===== config.mk =====
export PLATFORM = sky130hd
export DESIGN_NAME = sa_ctrl
export DESIGN_NICKNAME = d
export VERILOG_FILES = /design/src/rtl/sa_ctrl_pkg.sv /design/src/rtl/sa_ctrl.sv
export SDC_FILE = /design/constraint.sdc
export NUM_CORES = 1
export LEC_CHECK = 0
export BUFFER_PORTS_ARGS = -buffer_cell sky130_fd_sc_hd__buf_2
export CORE_ASPECT_RATIO = 1.2
export CORE_MARGIN = 2
export CORE_UTILIZATION = 40
export CTS_CLUSTER_SIZE = 16
export DETAILED_ROUTE_END_ITERATION = 16
export PLACE_DENSITY = 0.61
export SLEW_MARGIN = 20
export SYNTH_ARGS = -nofsm -noshare
export SYNTH_HDL_FRONTEND = slang
export SYNTH_SLANG_ARGS = --single-unit

===== constraint.sdc =====
create_clock -name clk_i -period 3.88 [get_ports clk_i]
set_clock_uncertainty 0.1 [all_clocks]
set_input_delay 0.194 -clock clk_i [delete_from_list [all_inputs] [get_ports clk_i]]
set_output_delay 0.194 -clock clk_i [all_outputs]
set_load 0.02 [all_outputs]

===== src/rtl/sa_ctrl_pkg.sv =====
// sa_ctrl_pkg: shared types and constants for the systolic-array controller.
//   input_mux_t     - mode broadcast to every PE (PASSTHROUGH / LOAD / PROCESS)
//   sa_ctrl_state_t - controller FSM states
//   SA_ARRAY_DIM_DEFAULT - default edge length of the square PE array
package sa_ctrl_pkg;

  typedef enum logic [1:0] {
    PASSTHROUGH = 2'd0,
    LOAD        = 2'd1,
    PROCESS     = 2'd2
  } input_mux_t;

  typedef enum logic [2:0] {
    ST_IDLE   = 3'd0,
    ST_WLOAD  = 3'd1,
    ST_STREAM = 3'd2,
    ST_DRAIN  = 3'd3,
    ST_DONE   = 3'd4
  } sa_ctrl_state_t;

  localparam int SA_ARRAY_DIM_DEFAULT = 4;

endpackage


===== src/rtl/sa_ctrl.sv =====
// sa_ctrl: sequencer for a weight-stationary ARRAY_DIM x ARRAY_DIM systolic array.
// Runs one job per accepted start: weight load (WLOAD), activation stream
// (STREAM), pipeline drain (DRAIN), one-cycle completion (DONE).
//
// Optional feature macro: SA_CTRL_WREUSE_EN. When defined, a weight-valid flag
// is set on the LOAD cycle and a start with reuse_w_i=1 skips WLOAD while the
// flag is set. When undefined, reuse_w_i is ignored and WLOAD always runs.
//
// Ports:
//   clk_i, rst_ni  - clock, asynchronous active-low reset
//   start_i        - job request; k_len_i / reuse_w_i sampled with it
//   k_len_i        - number of activation vectors to stream
//   reuse_w_i      - request to reuse the currently loaded weights
//   busy_o         - high whenever the FSM is not IDLE
//   done_o         - one-cycle completion pulse
//   w_feed_en_o / w_row_idx_o - weight feeder enable and row to present
//   a_feed_en_o / a_idx_o     - activation feeder enable and vector index
//   mux_o          - PE mode broadcast
//   add_zero_o     - per-row add-zero control (row 0 only)
//   out_valid_o / out_idx_o   - bottom-row result strobe and index (pre-deskew)
//   state_o        - current FSM state, for observation
//
// Handshake: start_i is a level request that is accepted only on a rising edge
// where the FSM is IDLE; it is ignored in every other state. There is no ready
// output: busy_o low means the next start_i edge will be taken.
module sa_ctrl
  import sa_ctrl_pkg::*;
#(
  parameter int ARRAY_DIM = SA_ARRAY_DIM_DEFAULT,
  parameter int K_W       = 8
) (
  input  logic                                    clk_i,
  input  logic                                    rst_ni,
  input  logic                                    start_i,
  input  logic [K_W-1:0]                          k_len_i,
  input  logic                                    reuse_w_i,
  output logic                                    busy_o,
  output logic                                    done_o,
  output logic                                    w_feed_en_o,
  output logic [((ARRAY_DIM>1)?$clog2(ARRAY_DIM):1)-1:0] w_row_idx_o,
  output logic                                    a_feed_en_o,
  output logic [K_W-1:0]                          a_idx_o,
  output input_mux_t                              mux_o,
  output logic [ARRAY_DIM-1:0]                    add_zero_o,
  output logic                                    out_valid_o,
  output logic [K_W-1:0]                          out_idx_o,
  output sa_ctrl_state_t                          state_o
);

  localparam int RW = (ARRAY_DIM > 1) ? $clog2(ARRAY_DIM) : 1;
  localparam int CW = K_W + 1;           // one spare bit: k_len of all ones never wraps
  localparam int VW = ARRAY_DIM - 1;     // activation-to-result latency in cycles

  sa_ctrl_state_t state;
  logic [CW-1:0]  cnt;                   // phase counter shared by WLOAD/STREAM/DRAIN
  logic [K_W-1:0] k_len;
  logic [VW-1:0]  vpipe;                 // a_feed_en_o delayed through the array
  logic [VW-1:0]  vpipe_n;
  logic           skip;

`ifdef SA_CTRL_WREUSE_EN
  logic w_valid;
  assign skip = reuse_w_i & w_valid;
`else
  logic unused_reuse;
  assign unused_reuse = reuse_w_i;
  assign skip         = 1'b0;
`endif

  // Only the top row starts its partial sum from zero.
  assign add_zero_o  = ARRAY_DIM'(1);
  assign state_o     = state;

  // A vector entering the left edge reaches the bottom row VW cycles later.
  assign vpipe_n     = (vpipe << 1) | VW'(a_feed_en_o);
  assign out_valid_o = vpipe[VW-1];

  always_ff @(posedge clk_i or negedge rst_ni) begin
    if (!rst_ni) begin
      state       <= ST_IDLE;
      cnt         <= '0;
      k_len       <= '0;
      busy_o      <= 1'b0;
      done_o      <= 1'b0;
      w_feed_en_o <= 1'b0;
      w_row_idx_o <= '0;
      a_feed_en_o <= 1'b0;
      a_idx_o     <= '0;
      out_idx_o   <= '0;
      mux_o       <= PASSTHROUGH;
      vpipe       <= '0;
`ifdef SA_CTRL_WREUSE_EN
      w_valid     <= 1'b0;
`endif
    end else begin
      done_o <= 1'b0;
      vpipe  <= vpipe_n;
      // Advance the result index only between back-to-back valid cycles so the
      // last index is held instead of stepping past k_len-1.
      if (out_valid_o && vpipe_n[VW-1]) out_idx_o <= out_idx_o + 1'b1;

      case (state)
        ST_IDLE: begin
          if (start_i) begin
            k_len     <= k_len_i;
            busy_o    <= 1'b1;
            cnt       <= '0;
            a_idx_o   <= '0;
            out_idx_o <= '0;
            if (skip) begin
              if (k_len_i == '0) begin
                state  <= ST_DONE;
                done_o <= 1'b1;
                mux_o  <= PASSTHROUGH;
              end else begin
                state       <= ST_STREAM;
                a_feed_en_o <= 1'b1;
                mux_o       <= PROCESS;
              end
            end else begin
              state       <= ST_WLOAD;
              w_feed_en_o <= 1'b1;
              w_row_idx_o <= RW'(ARRAY_DIM - 1);
              mux_o       <= (ARRAY_DIM == 1) ? LOAD : PASSTHROUGH;
            end
          end
        end

        ST_WLOAD: begin
          if (cnt == CW'(ARRAY_DIM - 1)) begin
            // This is the LOAD cycle: weights are latched into the PEs now.
            w_feed_en_o <= 1'b0;
            cnt         <= '0;
`ifdef SA_CTRL_WREUSE_EN
            w_valid     <= 1'b1;
`endif
            if (k_len == '0) begin
              state  <= ST_DONE;
              done_o <= 1'b1;
              mux_o  <= PASSTHROUGH;
            end else begin
              state       <= ST_STREAM;
              a_feed_en_o <= 1'b1;
              mux_o       <= PROCESS;
            end
          end else begin
            cnt         <= cnt + 1'b1;
            w_row_idx_o <= w_row_idx_o - 1'b1;
            mux_o       <= (cnt == CW'(ARRAY_DIM - 2)) ? LOAD : PASSTHROUGH;
          end
        end

        ST_STREAM: begin
          if (cnt == ({1'b0, k_len} - 1'b1)) begin
            state       <= ST_DRAIN;
            cnt         <= '0;
            a_feed_en_o <= 1'b0;
          end else begin
            cnt     <= cnt + 1'b1;
            a_idx_o <= a_idx_o + 1'b1;
          end
        end

        ST_DRAIN: begin
          if (cnt == CW'(2 * ARRAY_DIM - 2)) begin
            state  <= ST_DONE;
            cnt    <= '0;
            done_o <= 1'b1;
            mux_o  <= PASSTHROUGH;
          end else begin
            cnt <= cnt + 1'b1;
          end
        end

        ST_DONE: begin
          state  <= ST_IDLE;
          busy_o <= 1'b0;
          mux_o  <= PASSTHROUGH;
        end

        default: begin
          state  <= ST_IDLE;
          busy_o <= 1'b0;
          mux_o  <= PASSTHROUGH;
        end
      endcase
    end
  end

endmodule


# --- Word-level counts from Yosys, hierarchy flattened ---
# Cells that the tools add are included.
op_classes:
  n_bitwise: 3
  mux: 38
  n_reduce_logical: 17
  eq_ne: 14
  addsub: 5
ops:
  columns: ["operator", "n"]
  rows:
  - ["two-way mux 8 bit", 5]
  - ["two-way mux 9 bit", 4]
  - ["one-hot mux 9 bit (4 select lines)", 1]
  - ["== test 9 x 2 -> 1 bit (second input constant)", 2]
  - ["adder 8 x 1 -> 8 bit (second input constant)", 2]
  - ["one-hot mux 8 bit (2 select lines)", 1]
  - ["two-way mux 3 bit", 5]
  - ["inequality test 2 bit (second input constant)", 7]
  - ["two-way mux 2 bit", 6]
  - ["one-hot mux 3 bit (4 select lines)", 1]
  - ["AND reduction 3 bit", 4]
  - ["adder 9 x 1 -> 9 bit (second input constant)", 1]
  - ["== test 9 x 3 -> 1 bit (second input constant)", 1]
  - ["== test 9 bit", 1]
  - ["two-way mux 1 bit", 9]
  - ["subtractor 8 x 1 -> 9 bit (second input constant)", 1]
  - ["logical NOT 8 bit", 1]
  - ["one-hot mux 1 bit (2 select lines)", 4]
  - ["one-hot mux 2 bit (4 select lines)", 1]
  - ["AND reduction 4 bit", 2]
  - ["== test 3 x 2 -> 1 bit (second input constant)", 2]
  - ["AND reduction 2 bit", 3]
  - ["nonzero test 2 bit", 3]
  - ["one-hot mux 2 bit (2 select lines)", 1]
  - ["other kinds (8)", 9]
totals:
  word_cells: 89
  register_bits: 47
  inputBits: 12
  output_inout_bits: 32

# --- Depth between registers and ports, before layout ---
depth:
  ltp_word: 5
  depth_mapped: 9
  ltp_nobuf: 9

# --- Worst setup path after synthesis ---
# No wires, ideal clock.
synth_path:
  path_kind: "register to register"
  startpoint: "register k_len[0]"
  endpoint: "register a_idx_o[0]"
  path_slack_ps: 1156
  path_stages_with_launch: 9
  arrival_ps: 2503
  period_less_slack_ps: 2724
  required_ps: 3659
  path_cell_list: "dfrtp_1 inv_1 ha_1 or3b_4 or3_4 a2111oi_4 nand2_4 mux2_4 a22o_1"
synth_between:
  elab_chain_cells: 4
synth_lines:
  columns: ["element", "line_no", "rtl"]
  rows:
  - ["from (decl)", "sa_ctrl.sv:56", "logic [K_W-1:0] k_len;"]
  - ["from (signal assigned)", "sa_ctrl.sv:105", "k_len <= k_len_i;"]
  - ["subtractor 8 x 1 -> 9 bit", "sa_ctrl.sv:154", "if (cnt == ({1'b0, k_len} - 1'b1)) begin"]
  - ["== test 9 bit", "sa_ctrl.sv:154", null]
  - ["inequality test 2 bit (no line)", null, null]
  - ["AND reduction 3 bit (no line)", null, null]
  - ["to (signal assigned)", "sa_ctrl.sv:160", "a_idx_o <= a_idx_o + 1'b1;"]
  - ["to (decl)", "sa_ctrl.sv:42", "output logic [K_W-1:0] a_idx_o,"]
# Every way passes these cells.
# A chain may end at the register's enable or synchronous reset.

# --- Worst setup path after layout ---
layout_path:
  startpoint: "register k_len[0]"
  endpoint: "register cnt[6]"
layout_between:
  elab_chain_cells: 4
layout_lines:
  columns: ["element", "line_no", "rtl"]
  rows:
  - ["subtractor 8 x 1 -> 9 bit", "sa_ctrl.sv:154", null]
  - ["== test 9 bit", "sa_ctrl.sv:154", null]
  - ["two-way mux 9 bit", "sa_ctrl.sv:154", null]
  - ["one-hot mux 9 bit (4 select lines)", "sa_ctrl.sv:102", "case (state)"]
  - ["to (signal assigned)", "sa_ctrl.sv:147", "cnt <= cnt + 1'b1;"]
  - ["to (signal assigned)", "sa_ctrl.sv:159", "cnt <= cnt + 1'b1;"]
  - ["to (signal assigned)", "sa_ctrl.sv:171", "cnt <= cnt + 1'b1;"]
  - ["to (decl)", "sa_ctrl.sv:55", "logic [CW-1:0] cnt;"]
# Every way passes these cells.

==> metrics <==
status finished clean; cell depth of the worst hold path 4; Vias/cell 5.16; Antenna Cells 0; std cell rows 32; EDFF count, synth 0; DRT Pass-1 Iters 4; Crit. End Element register; Post-DP Area 0.00283 mm²; Num CTS Buffers 5; fin area 0.00301 mm²; initial detailed-routing violation count 133; # resized after CTS 0; crit share post-route 75.8%; Placer Congestion 0.788; relative slew slack 48.8%; Ports 44; first-pass GRT wire length 9630 µm; setup violators final 0; pin count of the biggest net entering global routing 48; fin nets 348; Yosys top cell by area dfrtp_1; CTS Root Cell clkbuf_8; Max Slew Vio Count 0; critical path class register to register; sequential fraction of the synthesis area 45.5%; clock latency on the worst-skew pair 300 ps; synth unique cells 45; leakage 1.42 nW; Async SR Flop Fraction 100%; WL final 5460 µm; PD cells 700 mW/mm²; final setup TNS 0 ps; Reg2Reg Depth 8; Initial Util 40.9%; hold crit path type primary input to register; maximum vdd drop 0.301 mV; Routed WL per cell 13.1 µm; Core ar. 0.00633 mm²; Max-Cap Viols 0; Worst Tran Pin Value 767 ps; Yosys Warn Count 0; Max clock buf depth 2; Area Overhead vs Synth 16.4%; CTS tree built; Die Wd 77.4 µm; clk sinks 47; PortBufs 38; Vias 2152; FF+latch count, synth 47; RSZ-0062 raised after global routing no; Max Fanout on Critical Path 10; Tmin final 2940 ps; die height 92.1 µm; Max Freq 340 MHz; Fin. Hold Viols 0; H-tree levels 2; Post-DRT Antenna Nets 0; Die ar. 0.00713 mm²; most area-consuming cells after synthesis dfrtp_1 45%, nand2_1 7.7%, nor2_1 4.5%; Worst Path Arrival 3020 ps; grt ovf 0; number of global-route vias before repair 2087; Synth Cell Area 0.00259 mm²; hold_ws 209 ps; share of cells above drive strength 1 18.4%; cells after synthesis 290; area share of the largest cell type after synthesis 45.5%; DR DRC count 0; Critical Path RT 3960 ps; total track usage 16.8%; Synth Flop Type dfrtp_1; Startpoint Class register; hpwl dp 3840 µm; Avg Cell Area, Syn 8.92 µm²; clock-pin slew on the worst setup and hold paths 90 ps; initial antenna violation count 0
## per-layer routing
layer	up-vias	global-route usage (%)	wire length, µm
met1	1027	21.1	2470
li1	1071	-	-
met4	0	7.14	53
met3	4	3.25	219
met2	50	27.9	2720
met5	-	0	0
## state kept, by name, indices dropped and copies added (netlist names)
signal / flops
a_feed_en_o: 1
vpipe: 3
w_row_idx_o: 2
out_idx_o: 8
k_len: 8
cnt: 9
done_o: 1
mux_o: 2
state_o: 3
w_feed_en_o: 1
a_idx_o: 8
busy_o: 1
## stage by stage
step / setup slack [ps] / cells / total power [mW] / util, %
after global routing: 750 / 417 / 2.30 / 47.6
final: 939 / 417 / 2.11 / 47.6
after CTS: 899 / 417 / 2.14 / 47.6
after floorplan: 1160 / 292 / 1.60 / -
after detailed placement: 923 / 400 / 1.82 / 44.7
after global placement: 968 / 400 / 1.79 / 44.7
## worst max-delay path, stage by stage, from the launching register on
cell and delay [ps]:
dfrtp_1 420, inv_1 90, ha_1 240, or3b_4 430
or3_4 370, a2111oi_4 520, a21oi_2 250, nor2_4 260
o211ai_1 130
## cell families (layout without fill, tap and decap cells)
logic type / after synthesis / in the layout / synth area share [%]
flip-flops: 47 / 47 / 45.5
adder cells (fa/ha/maj): 5 / 5 / 2.42
multiplexers: 5 / 5 / 2.13
AO/OA/AOI/OAI: 44 / 44 / 12.1
AND/OR/NAND/NOR: 144 / 144 / 27.1
other: 2 / 4 / 0.290
XOR/XNOR: 19 / 19 / 6.43
buffers and inverters: 24 / 64 / 4.06
## layout make-up
| type | instances | area (µm²) |
|---|---|---|
| Clock buffer | 5 | 68.8 |
| Clock inverter | 3 | 25.0 |
| Fill cell | 645 | 3310 |
| Inverter | 7 | 26.3 |
| Multi-Input combinational cell | 221 | 1310 |
| Sequential cell | 47 | 1180 |
| Tap cell | 85 | 106 |
| Timing Repair Buffer | 49 | 295 |
## repair_timing
item,4_1_cts,5_1_grt
buffers inserted,0,0
endpoints found under the hold margin,55,0
hold buffers,9,0
## power by group
group	internal (mW)	switching (mW)	total, mW
logic	0.381	0.580	0.961
clock network	0.129	0.175	0.304
registers	0.639	0.203	0.842
total	1.15	0.958	2.11
## synth_stat cells (5+ instances only)
master / n
nand4_1: 8
nor2_1: 31
o211ai_1: 6
nand2_1: 53
nand3_1: 14
nor3_1: 7
o21ai_0: 16
xor2_1: 11
xnor2_1: 8
dfrtp_1: 47
clkbuf_1: 13
ha_1: 5
inv_1: 7
a21oi_1: 11
## path summary, 6_finish.rpt
path / slack (ps) / endpoint / start
worst max-delay path: 940 / cnt[6] / k_len[0]
worst min-delay path: 210 / busy_o / start_i
worst max register to register: 940 / cnt[6] / k_len[0]
worst min register to register: 270 / vpipe[1] / vpipe[0]
max in group asynchronous: 2870 / state_o[0] / rst_ni
min in group asynchronous: 410 / cnt[1] / rst_ni
## cells in the final DEF (no fill, tap or decap), types with 3 or more instances in the layout
| master | count |
|---|---|
| nand2_1 | 53 |
| dfrtp_1 | 47 |
| buf_2 | 38 |
| nor2_1 | 31 |
| o21ai_0 | 16 |
| nand3_1 | 14 |
| xor2_1 | 11 |
| a21oi_1 | 11 |
| dlygate4sd3_1 | 9 |
| xnor2_1 | 8 |
| nand4_1 | 8 |
| inv_1 | 7 |
| nor3_1 | 7 |
| o211ai_1 | 6 |
| ha_1 | 5 |
| clkbuf_8 | 5 |
| mux2i_1 | 4 |
| or3_1 | 4 |
| or2_2 | 4 |
| conb_1 | 4 |
| nand2b_1 | 3 |
| nand3b_1 | 3 |
(Power assumes the default switching activity.)
